$ cat config.mk
export PLATFORM = sky130hd
export DESIGN_NAME = uart_port_scheduler
export DESIGN_NICKNAME = d
export VERILOG_FILES = /design/src/rtl/uart_port_scheduler.sv
export SDC_FILE = /design/constraint.sdc
export NUM_CORES = 1
export LEC_CHECK = 0
export CELL_PAD_IN_SITES_DETAIL_PLACEMENT = 1
export CELL_PAD_IN_SITES_GLOBAL_PLACEMENT = 2
export CORE_UTILIZATION = 25
export DETAILED_ROUTE_END_ITERATION = 10
export PLACE_DENSITY = 0.7
export SYNTH_ARGS = -nofsm -noshare
export SYNTH_HDL_FRONTEND = slang
export SYNTH_SLANG_ARGS = --single-unit
$ cat constraint.sdc
create_clock -name clk -period 4.15 [get_ports clk]
set_input_delay 0.415 -clock clk [delete_from_list [all_inputs] [get_ports clk]]
set_output_delay 0.415 -clock clk [all_outputs]
set_load 0.02 [all_outputs]
$ cat src/rtl/uart_port_scheduler.sv
// rtl/uart_port_scheduler.sv - round-robin UART TX sharing with start/idle handshake, RX FIFO and error counters
module uart_port_scheduler #(
  parameter int NUM_REQ   = 4,
  parameter int RX_DEPTH  = 8,
  parameter int ERR_CNT_W = 8,
  localparam int IW = $clog2(NUM_REQ),
  localparam int AW = $clog2(RX_DEPTH)
) (
  input  logic                   clk,
  input  logic                   reset,
  input  logic [NUM_REQ-1:0]     req_valid,
  input  logic [NUM_REQ*9-1:0]   req_data,
  output logic [NUM_REQ-1:0]     req_ready,
  output logic [IW-1:0]          grant_id,
  output logic                   busy,
  output logic                   uart_start_tx,
  output logic [8:0]             uart_tx_data,
  input  logic                   uart_tx_idle,
  input  logic                   uart_rx_full,
  input  logic                   uart_frame_error,
  input  logic                   uart_parity_error,
  input  logic [8:0]             uart_rx_data,
  output logic                   rx_valid,
  input  logic                   rx_ready,
  output logic [8:0]             rx_data,
  output logic [AW:0]            rx_count,
  output logic                   rx_overrun,
  output logic [ERR_CNT_W-1:0]   frame_err_cnt,
  output logic [ERR_CNT_W-1:0]   parity_err_cnt,
  input  logic                   stat_clr
);

  typedef enum logic [1:0] {S_IDLE, S_START, S_WAIT_BUSY, S_WAIT_IDLE} state_t;

  state_t          r_state, w_next_state;
  logic [IW-1:0]   r_rr_ptr, w_winner, w_next_ptr;
  logic [1:0]      r_to_cnt;
  logic            w_found, w_accept;

  // Search starts at r_rr_ptr so the requester after the last winner has top priority.
  always_comb begin
    int j;
    j = 0;
    w_winner = '0;
    w_found = 1'b0;
    for (int k = 0; k < NUM_REQ; k++) begin
      j = int'(r_rr_ptr) + k;
      if (j >= NUM_REQ) j = j - NUM_REQ;
      if (!w_found && req_valid[IW'(j)]) begin
        w_found = 1'b1;
        w_winner = IW'(j);
      end
    end
    w_next_ptr = (w_winner == IW'(NUM_REQ - 1)) ? '0 : w_winner + 1'b1;
  end

  always_ff @(posedge clk) begin
    if (!reset) r_state <= S_IDLE;
    else        r_state <= w_next_state;
  end

  always_comb begin
    w_next_state = r_state;
    w_accept = 1'b0;
    uart_start_tx = 1'b0;
    case (r_state)
      S_IDLE: begin
        if (reset && w_found && uart_tx_idle) begin
          w_accept = 1'b1;
          w_next_state = S_START;
        end
      end
      S_START: begin
        uart_start_tx = 1'b1;
        w_next_state = S_WAIT_BUSY;
      end
      S_WAIT_BUSY: begin
        // Give up after 4 cycles if the UART never reports the frame started.
        if (!uart_tx_idle)         w_next_state = S_WAIT_IDLE;
        else if (r_to_cnt == 2'd3) w_next_state = S_IDLE;
      end
      S_WAIT_IDLE: begin
        if (uart_tx_idle) w_next_state = S_IDLE;
      end
      default: w_next_state = S_IDLE;
    endcase
  end

  assign req_ready = w_accept ? (NUM_REQ'(1) << w_winner) : '0;
  assign busy      = (r_state != S_IDLE);

  always_ff @(posedge clk) begin
    if (!reset) begin
      uart_tx_data <= '0;
      grant_id     <= '0;
      r_rr_ptr     <= '0;
      r_to_cnt     <= '0;
    end else begin
      if (w_accept) begin
        uart_tx_data <= req_data[9*w_winner +: 9];
        grant_id     <= w_winner;
        r_rr_ptr     <= w_next_ptr;
      end
      r_to_cnt <= (r_state == S_WAIT_BUSY) ? r_to_cnt + 1'b1 : 2'd0;
    end
  end

  logic [8:0]    r_mem [RX_DEPTH];
  logic [AW-1:0] r_wr_ptr, r_rd_ptr;
  logic [AW:0]   r_count;
  logic          r_rx_full_d, r_fe_d, r_pe_d;
  logic          w_push, w_pop, w_full, w_write;

  assign w_push  = uart_rx_full & ~r_rx_full_d;
  assign w_pop   = rx_valid & rx_ready;
  assign w_full  = (r_count == (AW+1)'(RX_DEPTH));
  // A same-cycle pop frees the slot, so a push into a full FIFO still lands.
  assign w_write = w_push && (!w_full || w_pop);

  always_ff @(posedge clk) begin
    if (w_write) r_mem[r_wr_ptr] <= uart_rx_data;
  end

  always_ff @(posedge clk) begin
    if (!reset) begin
      r_wr_ptr <= '0;
      r_rd_ptr <= '0;
      r_count  <= '0;
    end else begin
      if (w_write) r_wr_ptr <= r_wr_ptr + 1'b1;
      if (w_pop)   r_rd_ptr <= r_rd_ptr + 1'b1;
      case ({w_write, w_pop})
        2'b10:   r_count <= r_count + 1'b1;
        2'b01:   r_count <= r_count - 1'b1;
        default: r_count <= r_count;
      endcase
    end
  end

  assign rx_valid = (r_count != '0);
  assign rx_data  = r_mem[r_rd_ptr];
  assign rx_count = r_count;

  always_ff @(posedge clk) begin
    if (!reset) begin
      r_rx_full_d    <= 1'b0;
      r_fe_d         <= 1'b0;
      r_pe_d         <= 1'b0;
      rx_overrun     <= 1'b0;
      frame_err_cnt  <= '0;
      parity_err_cnt <= '0;
    end else begin
      r_rx_full_d <= uart_rx_full;
      r_fe_d      <= uart_frame_error;
      r_pe_d      <= uart_parity_error;
      if (stat_clr) begin
        rx_overrun     <= 1'b0;
        frame_err_cnt  <= '0;
        parity_err_cnt <= '0;
      end else begin
        if (w_push && w_full && !w_pop) rx_overrun <= 1'b1;
        if (uart_frame_error && !r_fe_d && frame_err_cnt != {ERR_CNT_W{1'b1}})
          frame_err_cnt <= frame_err_cnt + 1'b1;
        if (uart_parity_error && !r_pe_d && parity_err_cnt != {ERR_CNT_W{1'b1}})
          parity_err_cnt <= parity_err_cnt + 1'b1;
      end
    end
  end

endmodule

* Word-level counts from Yosys, hierarchy flattened *
Memory sizes are Yosys's and may differ from the RTL's. A register that Yosys moved wholly into a read port is not among the register bits.
Cells that the tools add are included.

word-level totals
  bits of input ports = 57
  output and inout bits = 48
  bits in registers = 47
  memories kept = 1
  memory bits (writable) = 72
  word-level logic and storage cells = 124

memories
  memory  depth  width  read ports  clocked after memory_dff  write ports  line  text
  r_mem   8      9      1           1                         1            108   logic [8:0] r_mem [RX_DEPTH];

cells by class
  shift-type cells = 2
  reductions and logical operators = 27
  muxes and demuxes = 39
  $mul = 1
  bitwise gates (word level) = 4
  equality and inequality tests = 13
  add/sub/neg operators = 15
  $lt $le $gt $ge = 8

operator list
  kind                 count
  $shiftx 36x7->9      1
  $mux 2               13
  $mux 1               17
  $add 8x1->8 const B  2
  $lt 2x4->1 const B   4
  $ne 8x8->1 const B   2
  $logic_and 1x1->1    12
  $eq 2x2->1 const B   5
  $ge 3x3->1 const B   3
  $bmux 1 s2           4
  $pmux 2 s4           1
  $pmux 4 s2           1
  $sub 2x1->2 const B  4
  $logic_not 1->1      7
  $add 2x2->3 const B  2
  $add 3x1->3 const B  2
  $mul 4x2->6 const A  1
  $mux 3               2
  $add 2x1->2 const B  2
  $add 4x1->4 const B  1
  $eq 2x1->1 const B   2
  $eq 4x4->1 const B   1
  $mux 4               1
  $ne 2x2->1 const B   2
  14 further kinds     17

* Logic depth before layout (Yosys ltp) *
Gate-level depths: netlist (run 1).

  word-level depth = 20
  mapped depth = 8

* Worst setup path after synthesis (run 1) *
No wires, ideal clock.

  kind = input-to-reg
  from = in uart_rx_full
  to = mem r_mem[2][0], enable pin
  buffers on the path = 0
  cell stages on the path = 4
  arrival time = 1,934 ps
  slack = 1,827 ps
  setup time = 389 ps
  cells stage by stage = nor2b_1 a21boi_2 nand2b_1 nor3b_1

on the way
  longest elaborated chain between the ends = 4

RTL lines
  item                          line  text
  start: declaration            19    input logic uart_rx_full,
  $and 1x1->1                   114   assign w_push = uart_rx_full & ~r_rx_full_d;
  $logic_and 1x1->1             118   assign w_write = w_push && (!w_full || w_pop);
  $mux 1                        121   if (w_write) r_mem[r_wr_ptr] <= uart_rx_data;
  $mux 1 (implied by the code)  121
  end: declaration              108

No other way between the ends.

* Final worst setup path (run 1) *
  from = in req_valid[0]
  to = out req_ready[0]

on the way
  longest elaborated chain between the ends = 18
  elaborated cells on any way between the ends = 32

RTL lines
  item                                       line  text
  start: declaration                         11    input logic [NUM_REQ-1:0] req_valid,
  $bmux 1 s2                                 49    if (!w_found && req_valid[IW'(j)]) begin
  $mux 1 (implied by the code) (2 in a row)  49
  $mux 1                                     49
  $logic_not 1->1                            49
  $logic_and 1x1->1                          49
  $mux 1                                     49
  $logic_not 1->1                            49
  $logic_and 1x1->1                          49
  $mux 1                                     49
  $logic_not 1->1                            49
  $logic_and 1x1->1                          49
  $mux 1                                     49
  $logic_and 1x1->1 (2 in a row)             68    if (reset && w_found && uart_tx_idle) begin
  $mux 1                                     68
  $mux 1                                     66    case (r_state)
  $mux 4 *                                   89    assign req_ready = w_accept ? (NUM_REQ'(1) << w_winner) : '0;
  end: declaration                           13    output logic [NUM_REQ-1:0] req_ready,

Mark *: on every way between the ends. The rest lies on a longest branch, timed or not. The select of a mux whose other input is x is not followed.

==> reports/results.tsv, run 1 <==
metric	value	unit
asr flop ratio synth	0	%
core area	20300	µm²
largest net degree at the start of global routing	35	
# fillers	2172	
Power Dens Cells	510	nW/µm²
fin area	7170	µm²
flops & latches, synth	122	
Reg2Reg Depth	4	
Seq. cell area	3160	µm²
outcome	complete, no violations	
Die X	146	µm
synthesized cell area	5210	µm²
Hold Buf Count CTS	0	
Min-Delay Startpoint	r_to_cnt[0]	
drt first pass iters	4	
gpl congestion	0.754	
most frequent cells in the layout	clkdlybuf4s50_1, edfxtp_1, dfxtp_1	
iteration-0 DRC count of the detailed router	94	
Top FF cell, synth	edfxtp_1	
hold path cells	1	
clock sinks	122	
Die Y	146	µm
CTS Buf Count	17	
Slew Limit Fails	0	
Hold Fails Final Rpt	0	
GRT Util Overall	12.2	%
r2r startpoint	r_rx_full_d	
Critical Path RT	3.73	ns
Worst-Margin Slew	0.893	ns
clk buf depth	2	
Core Rows	52	
post-CTS setup buffer count	0	
CTS tree	done	
Area Growth Syn to Fin	37.6	%
Syn Nets	444	
Max-Cap Viols	0	
input/output buffers	104	
Final ANT Viol Nets	0	
first-pass GRT wire length	19800	µm
Worst Hold Slack	0.436	ns
Hold Crit Class	register to register	
worst clock skew	0.00777	ns
endpoint type of the worst setup path	output pin	
Synth cell types	49	
share of cells above drive strength 1	14.9	%
Reg clk slew, reported paths	0.05	ns
DRT Wirelength	12700	µm
internal reg-to-reg setup slack	1.91	ns
Critical Path Fanout Max	10	
vias in the first global route	3752	
Synth area leader	edfxtp_1	
hold endpoint	r_to_cnt[0]	
clk_lat worst skew	0.42	ns
antenna violations before repair	0	
fin crit share	76.3	%
synthesized area per cell	13.8	µm²
WL/cell	16.3	µm
crit path launch type	input port	
multi-input logic area	1950	µm²
starting density of the core	25.7	%
PnR worst setup slack	0.986	ns
synth top area cells	edfxtp_1, dfxtp_1, mux4_2	
final global-route overflow total	0	
WP data arrival	2.75	ns
Max Clock Freq	316	MHz
ant diodes	0	
number of flops mapped to enable cells by yosys	72	
vias per std cell	4.54	
Tmin final	3.16	ns
Seq/Total Area, Yosys	60.7	%
Synth warnings	0	
via count	3517	
pre-CTS WS	1.02	ns
slew margin rel.	40.4	%
I/O pin count	105	
Final #Nets	559	
die area	21400	µm²
CTS H-tree depth	4	
root buffer cell	clkbuf_16	
RSZ-0062 raised after global routing	false	
Placed Area	6580	µm²
Synth top area share	41.5	%
Peak VDD IR	284	µV
DP HPWL	8730	µm
synthesized instance count	377	
setup TNS	0	ns
RR Endpoint	r_mem[6][4]	
most common cell after layout, fill and taps aside	clkdlybuf4s50_1	
Residual DRC	0	
Post-CTS Resized	0	
final setup violation count	0	
Leak Pwr	0.00245	µW
Setup CP Type	input port to output pin	
cell usage after synthesis (all sizes together), types with 10 or more instances:
cell type   n
edfxtp     72
dfxtp      50
mux2i      24
nand2      22
nor2       20
mux4       18
nand3      16
nor2b      14
and2       11
ha         10
power breakdown:
part	total [µW]	internal [µW]	switching (µW)
combinational	781	414	368
clock	1470	894	572
sequential	1410	1340	68.1
cell families (layout without fill, tap and decap cells):
logic type                 after synthesis  after routing  synth area share, %
adders and majority gates               10             10                 2.40
buffers and inverters                   21            149                 1.75
xor gates and xnor gates                16             16                 2.69
and+or+nand+nor                        117            117                 12.1
DFF                                    122            122                 60.7
muxes                                   51             51                 14.3
AOI/OAI and AO/OA                       40             40                 5.98
state kept, by name, summed over array words and instances, names as in the netlist, named ones only:
name / cells
rx_overrun: 1
parity_err_cnt: 8
r_wr_ptr: 3
uart_tx_data: 9
r_state: 2
r_rx_full_d: 1
r_to_cnt: 2
rx_count: 4
r_rd_ptr: 3
r_rr_ptr: 2
frame_err_cnt: 8
r_pe_d: 1
r_fe_d: 1
r_mem: 72
grant_id: 2
per-stage QoR:
stage	total power (µW)	utilization, %	cells
after global routing	3820	35.3	775
final	3660	35.3	775
after global placement	2220	32.4	743
after CTS	3720	35.3	775
after floorplan	1920	-	377
after detailed placement	2230	32.4	743
how the worst max path moves through the flow:
stage / startpoint / endpoint / depth (start not counted)
final: req_valid[0] / req_ready[0] / 8
after global routing: req_valid[0] / req_ready[0] / 8
after CTS: req_valid[0] / req_ready[0] / 8
after detailed placement: req_valid[0] / req_ready[0] / 8
after global placement: req_valid[0] / req_ready[0] / 8
after floorplan: uart_rx_full / r_mem[2][0] / 4
critical path: stages:
cell,delay (ns)
clkdlybuf4s50_1,0.46
nor2b_1,0.18
o21bai_1,0.15
and3b_1,0.48
inv_1,0.17
ha_1,0.23
and2_1,0.13
clkdlybuf4s50_1,0.54
cell type report:
class / count / area share (%)
sequential: 122 / 44.1
multi-input combinational: 234 / 27.3
timing repair buffer: 113 / 15.5
clock buffer: 17 / 5.94
tap: 270 / 4.71
clock inverter: 15 / 2.29
inverter: 4 / 0.209
routing by layer:
metal	vias up	part of all wire [%]	wire length (µm)	GRT usage [%]
li1	1668	-	-	-
met2	96	50	6270	21.1
met1	1736	42	5340	13.4
met3	17	7.1	894	5.13
met4	0	1.2	154	3.91
met5	-	0	0	0
No activity file was read; power rests on OpenSTA's default activity.
==> run 2, diff against run 1 <==
- PLACE_DENSITY: 0.7 -> 0.72
- clock period: 4.15 -> 2.55 ns (I/O delays scaled with it)
==> run 2 against run 1 <==
Setup slack worse by 0.81 ns. Register-to-register slack worse by 1.4 ns. Via count is 1.3% higher. Critical path depth stayed put. Sequential power is 62% higher. Sequential share of layout area is 0.65 points lower. Hold slack worse by 0.0089 ns. Critical path type unchanged. Final cell count is 1.0% higher. Clock power is 77% higher.
==> reports/results.tsv, run 2 (synthesized netlist as in run 1, its figures left out) <==
metric	value	unit
outcome	complete, no violations	
hold path cells	2	
Placed Area	6650	µm²
drt first pass iters	4	
post-CTS setup buffer count	0	
Critical Path Fanout Max	3	
WP buf/inv	3	
starting density of the core	25.7	%
Die X	146	µm
GRT Util Overall	12.9	%
CTS tree	done	
DP HPWL	9110	µm
Reg2Reg Depth	8	
Hold Buf Count CTS	0	
Peak VDD IR	431	µV
Leak Pwr	0.00254	µW
final global-route overflow total	0	
CTS Buf Count	17	
vias per std cell	4.55	
WL/cell	16.7	µm
clk buf depth	2	
Hold Fails Final Rpt	0	
Min-Delay Startpoint	uart_rx_full	
Placed Cells	751	
iteration-0 DRC count of the detailed router	109	
antenna violations before repair	0	
r2r startpoint	rx_count[3]	
first-pass GRT wire length	21100	µm
most frequent cells in the layout	clkdlybuf4s50_1, edfxtp_1, dfxtp_1	
root buffer cell	clkbuf_16	
Slew Limit Fails	0	
ant diodes	0	
Worst Hold Slack	0.427	ns
critical-path cell list	clkdlybuf4s50_1, nor2b_1, a21boi_0, o32ai_2, buf_4, ha_1, and2_1, dlygate4sd2_1	
fin area	7270	µm²
Max-Cap Viols	0	
share of cells above drive strength 1	16.2	%
I/O pin count	105	
DRT Wirelength	13100	µm
Tmin final	2.38	ns
register with the most flip-flops	r_mem	
Core Rows	52	
CP peak stage delay	0.50	ns
fin crit share	93.1	%
Final ANT Viol Nets	0	
number of flip-flops in the largest register	72	
gpl congestion	0.763	
Largest regs	r_mem: 72 flops, uart_tx_data: 9 flops	
Max Clock Freq	421	MHz
hold endpoint	r_rx_full_d	
Critical Path RT	2.30	ns
slowest cell on the critical path	clkdlybuf4s50_1	
endpoint type of the worst setup path	output pin	
CTS H-tree depth	4	
Die Y	146	µm
clock sinks	122	
final setup violation count	0	
Power Dens Cells	847	nW/µm²
Residual DRC	0	
Reg clk slew, reported paths	0.05	ns
Post-CTS Resized	13	
Crit path max-delay family	buffers and inverters	
internal reg-to-reg setup slack	0.48	ns
clk_lat worst skew	0.42	ns
RSZ-0062 raised after global routing	false	
core area	20300	µm²
Area Growth Syn to Fin	39.7	%
Final #Nets	567	
RR Endpoint	rx_count[2]	
Worst-Margin Slew	0.728	ns
Hold Crit Class	input port to register	
slew margin rel.	51.5	%
worst clock skew	0.00926	ns
Final Instance Count excl. Fillers	783	
vias in the first global route	3963	
input/output buffers	104	
via count	3562	
Finished Core Util	35.8	%
die area	21400	µm²
Setup CP Type	input port to output pin	
WP data arrival	2.12	ns
largest net degree at the start of global routing	34	
crit path launch type	input port	
most common cell after layout, fill and taps aside	clkdlybuf4s50_1	
## run 2: changes by cell type in the layout (fill, tap and decap cells not counted), sizes merged
cell	delta
dlygate4sd2	+13
buf	+8
clkbuf	+1
clkdlybuf4s50	-13
inv	+1
clkinv	-6
clkinvlp	+2
bufinv	+2
## run 2: metal layers
layer	wire length [µm]	up-vias	track usage, %	part of all wire, %
met3	985	17	5.41	7.5
met5	0	-	0	0
li1	-	1670	-	-
met4	167	0	4.53	1.3
met2	6420	110	22.1	49
met1	5490	1765	14.4	42
## run 2: layout make-up
class / count / area (µm²)
Sequential cell: 122 / 3160
Inverter: 4 / 15.0
Tap cell: 270 / 338
Fill cell: 2179 / 13000
Multi-Input combinational cell: 234 / 1950
Timing Repair Buffer: 121 / 1160
Clock inverter: 14 / 210
Clock buffer: 18 / 429
## run 2: worst register-to-register path: stages, from the launching register on
cell and delay (ns):
dfxtp_1 0.40, o41ai_4 0.54, nor2_2 0.13, xor2_1 0.17, ha_1 0.21, nor2_1 0.08
mux2i_1 0.10, o21a_1 0.17, o21a_1 0.17
## run 2: worst max path at each step
stage	from	endpoint	slack, ns	depth (start not counted)
finish	req_valid[2]	req_ready[0]	0.17	8
global route	req_valid[2]	req_ready[0]	0.1	8
CTS	register	rx_data[0]	0.14	4
detailed placement	req_valid[2]	req_ready[2]	-0.05	8
global placement	req_valid[2]	req_ready[0]	0.02	8
floorplan	rx_count[0]	r_mem[2][0]	0.24	4
## run 2: through the flow
stage / power [µW] / setup WS, ns / TNS [ns]
2_1_floorplan: 3120 / 0.238 / 0
3_3_place_gp: 3630 / 0.0195 / 0
3_5_place_dp: 3670 / -0.0470 / -0.123
4_1_cts: 6250 / 0.141 / 0
5_1_grt: 6420 / 0.0973 / 0
6_report: 6160 / 0.175 / 0
## run 2: power breakdown
group,switching [µW],total [µW],internal (µW)
clock,936,2600,1660
combinational,614,1280,667
sequential,99.2,2280,2180
total,1650,6160,4510
==> run 3, diff against run 2 <==
- HOLD_SLACK_MARGIN: unset -> 0.02
- PLACE_DENSITY: 0.72 -> 0.66
==> run 3 against run 2 <==
Core utilization increased by 0.18 points. Sequential power hardly changed. Global-route usage decreased by 0.66 points. Final cell count increased by 0.13%. Setup slack got worse by 0.032 ns. Non-clock buffer count is 1 higher.
==> reports/results.tsv, run 3 (synthesized netlist as in run 1, its figures left out) <==
metric	value	unit
Reg clk slew, reported paths	0.05	ns
Residual DRC	0	
grt met3 use	5.19	%
Peak VDD IR	457	µV
DP HPWL	8520	µm
Hold Fails Final Rpt	0	
Setup CP Type	input port to output pin	
drt first pass iters	4	
iteration-0 DRC count of the detailed router	85	
Largest regs	r_mem: 72 flops, uart_tx_data: 9 flops	
Hold Crit Class	register to register	
Tmin final	2.41	ns
outcome	complete, no violations	
WP data arrival	2.15	ns
internal reg-to-reg setup slack	0.50	ns
Hold Buf Count CTS	0	
worst clock skew	0.00822	ns
GRT Util Overall	12.3	%
RSZ-0062 raised after global routing	false	
CTS Buf Count	17	
post-CTS setup buffer count	0	
Area Growth Syn to Fin	40.4	%
Leak Pwr	0.00256	µW
endpoint type of the worst setup path	output pin	
most frequent cells in the layout	clkdlybuf4s50_1, edfxtp_1, dfxtp_1	
via count	3499	
WL/cell	15.9	µm
GR peak layer	met2	
Max Clock Freq	415	MHz
Worst-Margin Slew	0.555	ns
Total Power	6250	µW
clk buf depth	2	
antenna violations before repair	0	
Global Route met1 Usage	14.7	%
Final Instance Count excl. Fillers	784	
CTS H-tree depth	4	
Max-Cap Viols	0	
clock sinks	122	
gpl congestion	0.715	
core area	20300	µm²
root buffer cell	clkbuf_16	
share of cells above drive strength 1	17.1	%
Final ANT Viol Nets	0	
Critical Path RT	2.30	ns
Power Dens Cells	855	nW/µm²
input/output buffers	104	
vias in the first global route	3692	
Placed Cells	752	
Critical Path Fanout Max	4	
Die X	146	µm
fin crit share	94.4	%
GR met2 Demand/Resource	20.0	%
Slew Limit Fails	0	
starting density of the core	25.7	%
# fillers	2166	
slew margin rel.	62.9	%
first-pass GRT wire length	20100	µm
final global-route overflow total	0	
clk_lat worst skew	0.41	ns
Seq. cell area	3160	µm²
DRT Wirelength	12500	µm
ant diodes	0	
crit path launch type	input port	
largest net degree at the start of global routing	34	
register with the most flip-flops	r_mem	
final setup violation count	0	
multi-input logic area	1960	µm²
vias per std cell	4.46	
Final #Nets	568	
Core Rows	52	
I/O pin count	105	
Die Y	146	µm
number of flip-flops in the largest register	72	
die area	21400	µm²
CTS tree	done	
most common cell after layout, fill and taps aside	clkdlybuf4s50_1	
==> run 3: metal layers <==
| layer | routed length [µm] | vias to the layer above |
|---|---|---|
| li1 | - | 1678 |
| met1 | 5480 | 1716 |
| met2 | 6010 | 95 |
| met3 | 896 | 10 |
| met4 | 105 | 0 |
| met5 | 0 | - |
==> run 3: critical path, stage by stage <==
cell	delay, ns
clkdlybuf4s50_1	0.44
nor2b_1	0.17
a21boi_0	0.14
o32ai_2	0.43
inv_2	0.10
ha_1	0.19
and2_1	0.12
dlygate4sd2_1	0.31
==> run 3: path summary, 6_finish.rpt <==
path,from,endpoint,cells past startpoint
setup reg to reg,rx_count[3],rx_count[2],8
hold reg to reg,r_to_cnt[0],r_to_cnt[0],1
hold / removal,r_to_cnt[0],r_to_cnt[0],1
setup / recovery,req_valid[2],req_ready[3],8
==> run 3: what timing repair did <==
action | 4_1_cts | 5_1_grt
gates resized for setup | 14 | 2
pin swaps | 1 | 1
setup endpoints to repair | 13 | 1
==> run 3: final cells by class <==
class / instances / area share (%)
repair buffers: 122 / 16.1
clock inverters: 15 / 3.22
flip-flops and latches: 122 / 43.3
clock buffers: 17 / 5.82
well taps: 270 / 4.62
inverters: 4 / 0.205
multi-input cells: 234 / 26.8
==> run 3: power by group <==
group	internal (µW)	switching (µW)	total, µW
sequential	2180	96.8	2280
combinational	667	604	1270
clock	1760	939	2690
==> run 3: per-stage QoR <==
step                      setup WS, ns  util [%]  TNS (ns)  hold slack [ns]  cell area (µm²)
final                            0.143      36.0         0            0.434             7310
after global routing            0.0143      36.0         0            0.439             7310
after floorplan                  0.238         -         0            0.354             5210
after detailed placement        -0.136      32.8    -0.361            0.425             6660
after global placement         -0.0220      32.8   -0.0427            0.417             6660
after CTS                       0.0102      36.0         0            0.430             7310
